$ cat src/rtl/twos_comp_pkg.sv
// twos_comp_pkg: shared state encodings and width bounds for the serial two's complementer.
package twos_comp_pkg;

    typedef enum logic {
        ST_COPY   = 1'b0,
        ST_INVERT = 1'b1
    } state_e;

    localparam int WIDTH_MIN = 2;
    localparam int WIDTH_MAX = 32;

endpackage

$ cat src/rtl/twos_comp_bit_fsm.sv
// twos_comp_bit_fsm: 2-state Mealy cell, copies bits up to and including the first 1, then inverts.
module twos_comp_bit_fsm
    import twos_comp_pkg::*;
(
    input  logic clk,
    input  logic rst,
    input  logic en,
    input  logic clr,
    input  logic b,
    input  logic neg,
    output logic sout,
    output logic state
);

    state_e state_q, state_d;

    always_ff @(posedge clk) begin
        if (rst) state_q <= ST_COPY;
        else     state_q <= state_d;
    end

    always_comb begin
        state_d = clr ? ST_COPY : (en && b && state_q == ST_COPY) ? ST_INVERT : state_q;
        sout    = (neg && state_q == ST_INVERT) ? ~b : b;
    end

    assign state = state_q;

endmodule

$ cat src/rtl/serial_twos_comp_n.sv
// serial_twos_comp_n: LSB-first bit-serial two's complementer with start/busy/done handshake,
// pass-through mode and most-negative overflow flag.
module serial_twos_comp_n
    import twos_comp_pkg::*;
#(
    parameter int WIDTH = 4
) (
    input  logic             clk,
    input  logic             rst,
    input  logic             start,
    input  logic             neg_en,
    input  logic [WIDTH-1:0] din,
    output logic             busy,
    output logic             sout,
    output logic             sout_valid,
    output logic [WIDTH-1:0] dout,
    output logic             done,
    output logic             ovf
);

    if (WIDTH < WIDTH_MIN || WIDTH > WIDTH_MAX) begin : g_bad_width
        $error("serial_twos_comp_n: WIDTH out of range");
    end

    localparam int CW = $clog2(WIDTH);
    localparam logic [CW-1:0] LAST = CW'(WIDTH - 1);

    logic [WIDTH-1:0] sr_q, sr_d, res_q, res_d, dout_q, dout_d, shifted;
    logic [CW-1:0]    cnt_q, cnt_d;
    logic             busy_q, busy_d, done_q, done_d, ovf_q, ovf_d, neg_q, neg_d;
    logic             accept, last, fsm_sout, fsm_state;

    twos_comp_bit_fsm u_fsm (
        .clk   (clk),
        .rst   (rst),
        .en    (busy_q),
        .clr   (accept),
        .b     (sr_q[0]),
        .neg   (neg_q),
        .sout  (fsm_sout),
        .state (fsm_state)
    );

    always_comb begin
        accept  = start && !busy_q;
        last    = busy_q && cnt_q == LAST;
        shifted = {fsm_sout, res_q[WIDTH-1:1]};
        sr_d    = accept ? din : busy_q ? {1'b0, sr_q[WIDTH-1:1]} : sr_q;
        res_d   = busy_q ? shifted : res_q;
        dout_d  = last ? shifted : dout_q;
        cnt_d   = accept ? '0 : busy_q ? cnt_q + CW'(1) : cnt_q;
        busy_d  = accept || (busy_q && !last);
        done_d  = last;
        neg_d   = accept ? neg_en : neg_q;
        // Overflow: the MSB is the first 1 seen, so negation maps the word onto itself.
        ovf_d   = last ? (neg_q && sr_q[0] && fsm_state == ST_COPY) : ovf_q;
    end

    always_ff @(posedge clk) begin
        if (rst) begin
            sr_q   <= '0;
            res_q  <= '0;
            dout_q <= '0;
            cnt_q  <= '0;
            busy_q <= 1'b0;
            done_q <= 1'b0;
            ovf_q  <= 1'b0;
            neg_q  <= 1'b0;
        end else begin
            sr_q   <= sr_d;
            res_q  <= res_d;
            dout_q <= dout_d;
            cnt_q  <= cnt_d;
            busy_q <= busy_d;
            done_q <= done_d;
            ovf_q  <= ovf_d;
            neg_q  <= neg_d;
        end
    end

    assign busy       = busy_q;
    assign sout       = fsm_sout;
    assign sout_valid = busy_q;
    assign dout       = dout_q;
    assign done       = done_q;
    assign ovf        = ovf_q;

endmodule

$ cat config.mk
export PLATFORM = sky130hd
export DESIGN_NAME = serial_twos_comp_n
export DESIGN_NICKNAME = d
export VERILOG_FILES = /design/src/rtl/twos_comp_pkg.sv /design/src/rtl/twos_comp_bit_fsm.sv /design/src/rtl/serial_twos_comp_n.sv
export SDC_FILE = /design/constraint.sdc
export NUM_CORES = 1
export LEC_CHECK = 0
export ABC_CLOCK_PERIOD_IN_PS = 1410
export CORE_MARGIN = 3
export CORE_UTILIZATION = 40
export DETAILED_ROUTE_END_ITERATION = 10
export DONT_BUFFER_PORTS = 1
export PLACE_DENSITY = 0.55
export SYNTH_ARGS = -nofsm -noshare
export SYNTH_HDL_FRONTEND = slang
export SYNTH_SLANG_ARGS = --single-unit
export TNS_END_PERCENT = 5
$ cat constraint.sdc
create_clock -name clk -period 1.41 [get_ports clk]
set_input_delay 0.141 -clock clk [delete_from_list [all_inputs] [get_ports clk]]
set_output_delay 0.141 -clock clk [all_outputs]
set_load 0.03 [all_outputs]
==> impl_results.md <==
* First-pass GRT wire length at about 2.2 mm
* Post-synthesis sequential area ratio at between 40% and 50%
* Nets@finish at 91
* Width of the die at roughly 50 um
* Met2 routed WL at approximately 570 um
* Final hold viol count at 0
* Clock buffer depth at 2
* Detailed-route wire length at roughly 1.2 mm
* Pwr dens at ~1100 nW/um^2
* ANT cells at 0
* Data required, critical path at 1270 ps
* Final worst path period share at 91.45%
* Dpl cells at between 100 and 150
* Max-cap viol count at 0
* DR WL met3 at 94 um
* Distinct cells, synth at 23
* Clk_skew at 0.8685 ps
* Vias in the first global route at ~500
* Unrepaired setup endpoints after global routing: no
* Syn Std Cell Area at roughly 790 um^2
* Switching share of power at approximately a quarter
* Top-Level Pins at 17
* Drt initial violations at 4
* Clock Power Share at 32.4%
* Highest routed layer: met3
* Gp weighted congestion at a little over 0.7
* Clock latency on the worst-skew pair at between 200 and 300 ps
* Final Setup Violations at 0
* Num CTS Buffers at 3
* Clk sinks at 18
* Max VDD drop at just over 0.8 mV
* Worst Max-Slew Pin Slew at 699.4 ps
* Flop pwr share at 57.0%
* Vias at roughly 500
* Initial Util at between 40 and 50%
* Share of Yosys cell area claimed by the top area cell type at ~46%
* Fill cells at between 150 and 200
* F_max at just under 800 MHz
* WL/cell at about 12 um
* Yosys warns at 0
* Clk pin slew, worst setup/hold paths at ~100 ps
* Root buffer cell: clkbuf_4
* Cells after Synth at 79
* Flops & latches, synth at 18
* Setup ws final at between 100 and 150 ps
* Core ar. at around 1800 um^2
* Die Height at between 50 and 60 um
* Int Pwr at 0.7341 mW
* Post-Place Worst Slack at slightly above 300 ps
* Setup CP Type: reg2out
* H-tree depth at 1
* Cell leakage power at between 0.3 and 0.4 nW
* Area delta synth->final at 7.132%
* Final ANT Viol Nets at 0
* DRT Pass-1 Iters at 4
* Die area at between 2000 and 3000 um^2
* Via/cell ratio at roughly 4.7
* Setup bufs post-CTS at 0
* Outcome: complete, no violations
* Largest area contributor in the netlist: dfxtp_1
* Gr ovfl total at 0
* # rows at 15
* Synth Area per Inst at ~10 um^2
* Slew HR at a little over half
* Cell Count, Final, Fillers Out at roughly 110
* Top cells by area, synth: dfxtp_1 46%, mux2i_1 7.6%, mux2_4 5.7%
* Initial antenna violation count at 0
* I/O Buffers at 0
* Syn_nets at a little under 90
* Largest net degree at the start of global routing at 19
* Metal-1 WL at 566 um
* NetSw at approximately 0.23 mW
* Critical-path maximum fanout at 3
* Worst Path Arrival at around 1200 ps
* Final min period at ~1300 ps
* Post-Route Setup TNS at 0 ps
* Post-DP HPWL at 892 um
* CP endpoint kind: output port
* # DRC at 0
* Share of cells above drive strength 1 at between 20% and 30%
* TritonCTS clock tree: done
* Tightest Hold Check Type: in2reg
* Slew Viols, Final at 0
* Overall routing resource usage at 11.47%
* Nature of the critical path startpoint: register
* Gate power share at a little over a tenth
## through the flow
stage / total power [mW] / hold slack [ps] / area [um^2] / util [%]
after floorplan: 0.6544 / 300.4 / 789.5 / -
after global placement: 0.6490 / 205.2 / 792.0 / 43.96
after detailed placement: 0.6500 / 206.1 / 792.0 / 43.96
after CTS: 0.9797 / 12.41 / 838.3 / 46.53
after global routing: 1.017 / 2.551 / 845.8 / 46.94
final: 0.9624 / 24.99 / 845.8 / 46.94
## layout make-up
cell class | instances | area (um^2) | area share, %
Multi-Input combinational cell | 52 | 370.4 | 43.79
Sequential cell | 18 | 360.3 | 42.60
Timing Repair Buffer | 5 | 40.04 | 4.734
Clock buffer | 4 | 36.28 | 4.290
Tap cell | 25 | 31.28 | 3.698
Inverter | 2 | 7.507 | 0.8876
## registers in the layout (all words and copies together), names as in the netlist
| name | cells |
|---|---|
| busy | 1 |
| cnt_q | 2 |
| done | 1 |
| dout | 4 |
| neg_q | 1 |
| ovf | 1 |
| res_q | 3 |
| sr_q | 4 |
| u_fsm.state | 1 |
## placed cells by master, fill, tap and decap left out
| cell type | n |
|---|---|
| a21oi_2 | 1 |
| a21oi_1 | 8 |
| nor2_1 | 9 |
| nor3_1 | 1 |
| and2_4 | 1 |
| ha_1 | 1 |
| nand2b_1 | 2 |
| clkbuf_4 | 3 |
| dfxtp_1 | 18 |
| buf_4 | 4 |
| inv_2 | 1 |
| or2b_1 | 1 |
| inv_1 | 1 |
| mux2i_1 | 6 |
| nand3b_1 | 1 |
| clkbuf_8 | 1 |
| nand2_1 | 10 |
| a211oi_2 | 2 |
| dlygate4sd3_1 | 1 |
| nand4b_4 | 1 |
| mux2_4 | 3 |
| nor2_2 | 1 |
| o21ai_0 | 1 |
| xor2_2 | 1 |
| nor3b_1 | 2 |
## per-layer routing
| layer | GRT usage, % | vias up |
|---|---|---|
| li1 | - | 265 |
| met1 | 14.21 | 220 |
| met2 | 18.04 | 16 |
| met3 | 5.341 | 0 |
| met4 | 2.691 | 0 |
| met5 | 0 | - |
## synth_stat cells
library cell,instances
nor3b_1,2
nand4b_4,1
nand3b_1,1
o21ai_0,1
nor2_2,1
inv_1,2
or2b_1,1
a21oi_2,1
mux2_4,3
buf_6,3
nor2_1,9
ha_1,1
a211oi_2,2
nand2b_1,2
and2_4,1
dfxtp_1,18
buf_2,2
nor3_1,1
buf_4,2
a21oi_1,8
nand2_1,10
xor2_1,1
mux2i_1,6
## cell families (layout without fill, tap and decap cells)
logic type / Yosys count / after routing / share of synthesized area (%)
mux: 9 / 9 / 13.31
buf+inv: 9 / 11 / 8.399
compound gates: 12 / 12 / 9.983
simple gates: 29 / 29 / 19.97
flops: 18 / 18 / 45.64
fa+ha+maj: 1 / 1 / 1.585
xor+xnor: 1 / 1 / 1.110
## worst paths after layout
path	cells past startpoint	start	endpoint	slack, ps
setup / recovery	3	neg_q	sout	120
hold / removal	2	neg_en	neg_q	20
setup reg to reg	3	busy	sr_q[1]	290
hold reg to reg	2	res_q[1]	dout[0]	460
## critical path, stage by stage (launching register included)
cell and delay, ps:
dfxtp_1 400, nand2_1 110, xor2_2 220, inv_2 130
## timing repair
| action | CTS | global route |
|---|---|---|
| endpoints found under the hold margin | 18 | 0 |
| hold buffers | 1 | 0 |
| gates resized for setup | 1 | 1 |
| setup endpoints to repair | 1 | 1 |
## power groups by stage
| stage | Sequential, mW | Clock (mW) | Combinational [mW] |
|---|---|---|---|
| after global routing | 0.552 | 0.353 | 0.112 |
| final | 0.549 | 0.312 | 0.102 |
| after global placement | 0.559 | 0 | 0.0898 |
| after CTS | 0.548 | 0.329 | 0.102 |
| after floorplan | 0.557 | 0 | 0.0973 |
| after detailed placement | 0.560 | 0 | 0.0903 |
(Power assumes the default switching activity.)
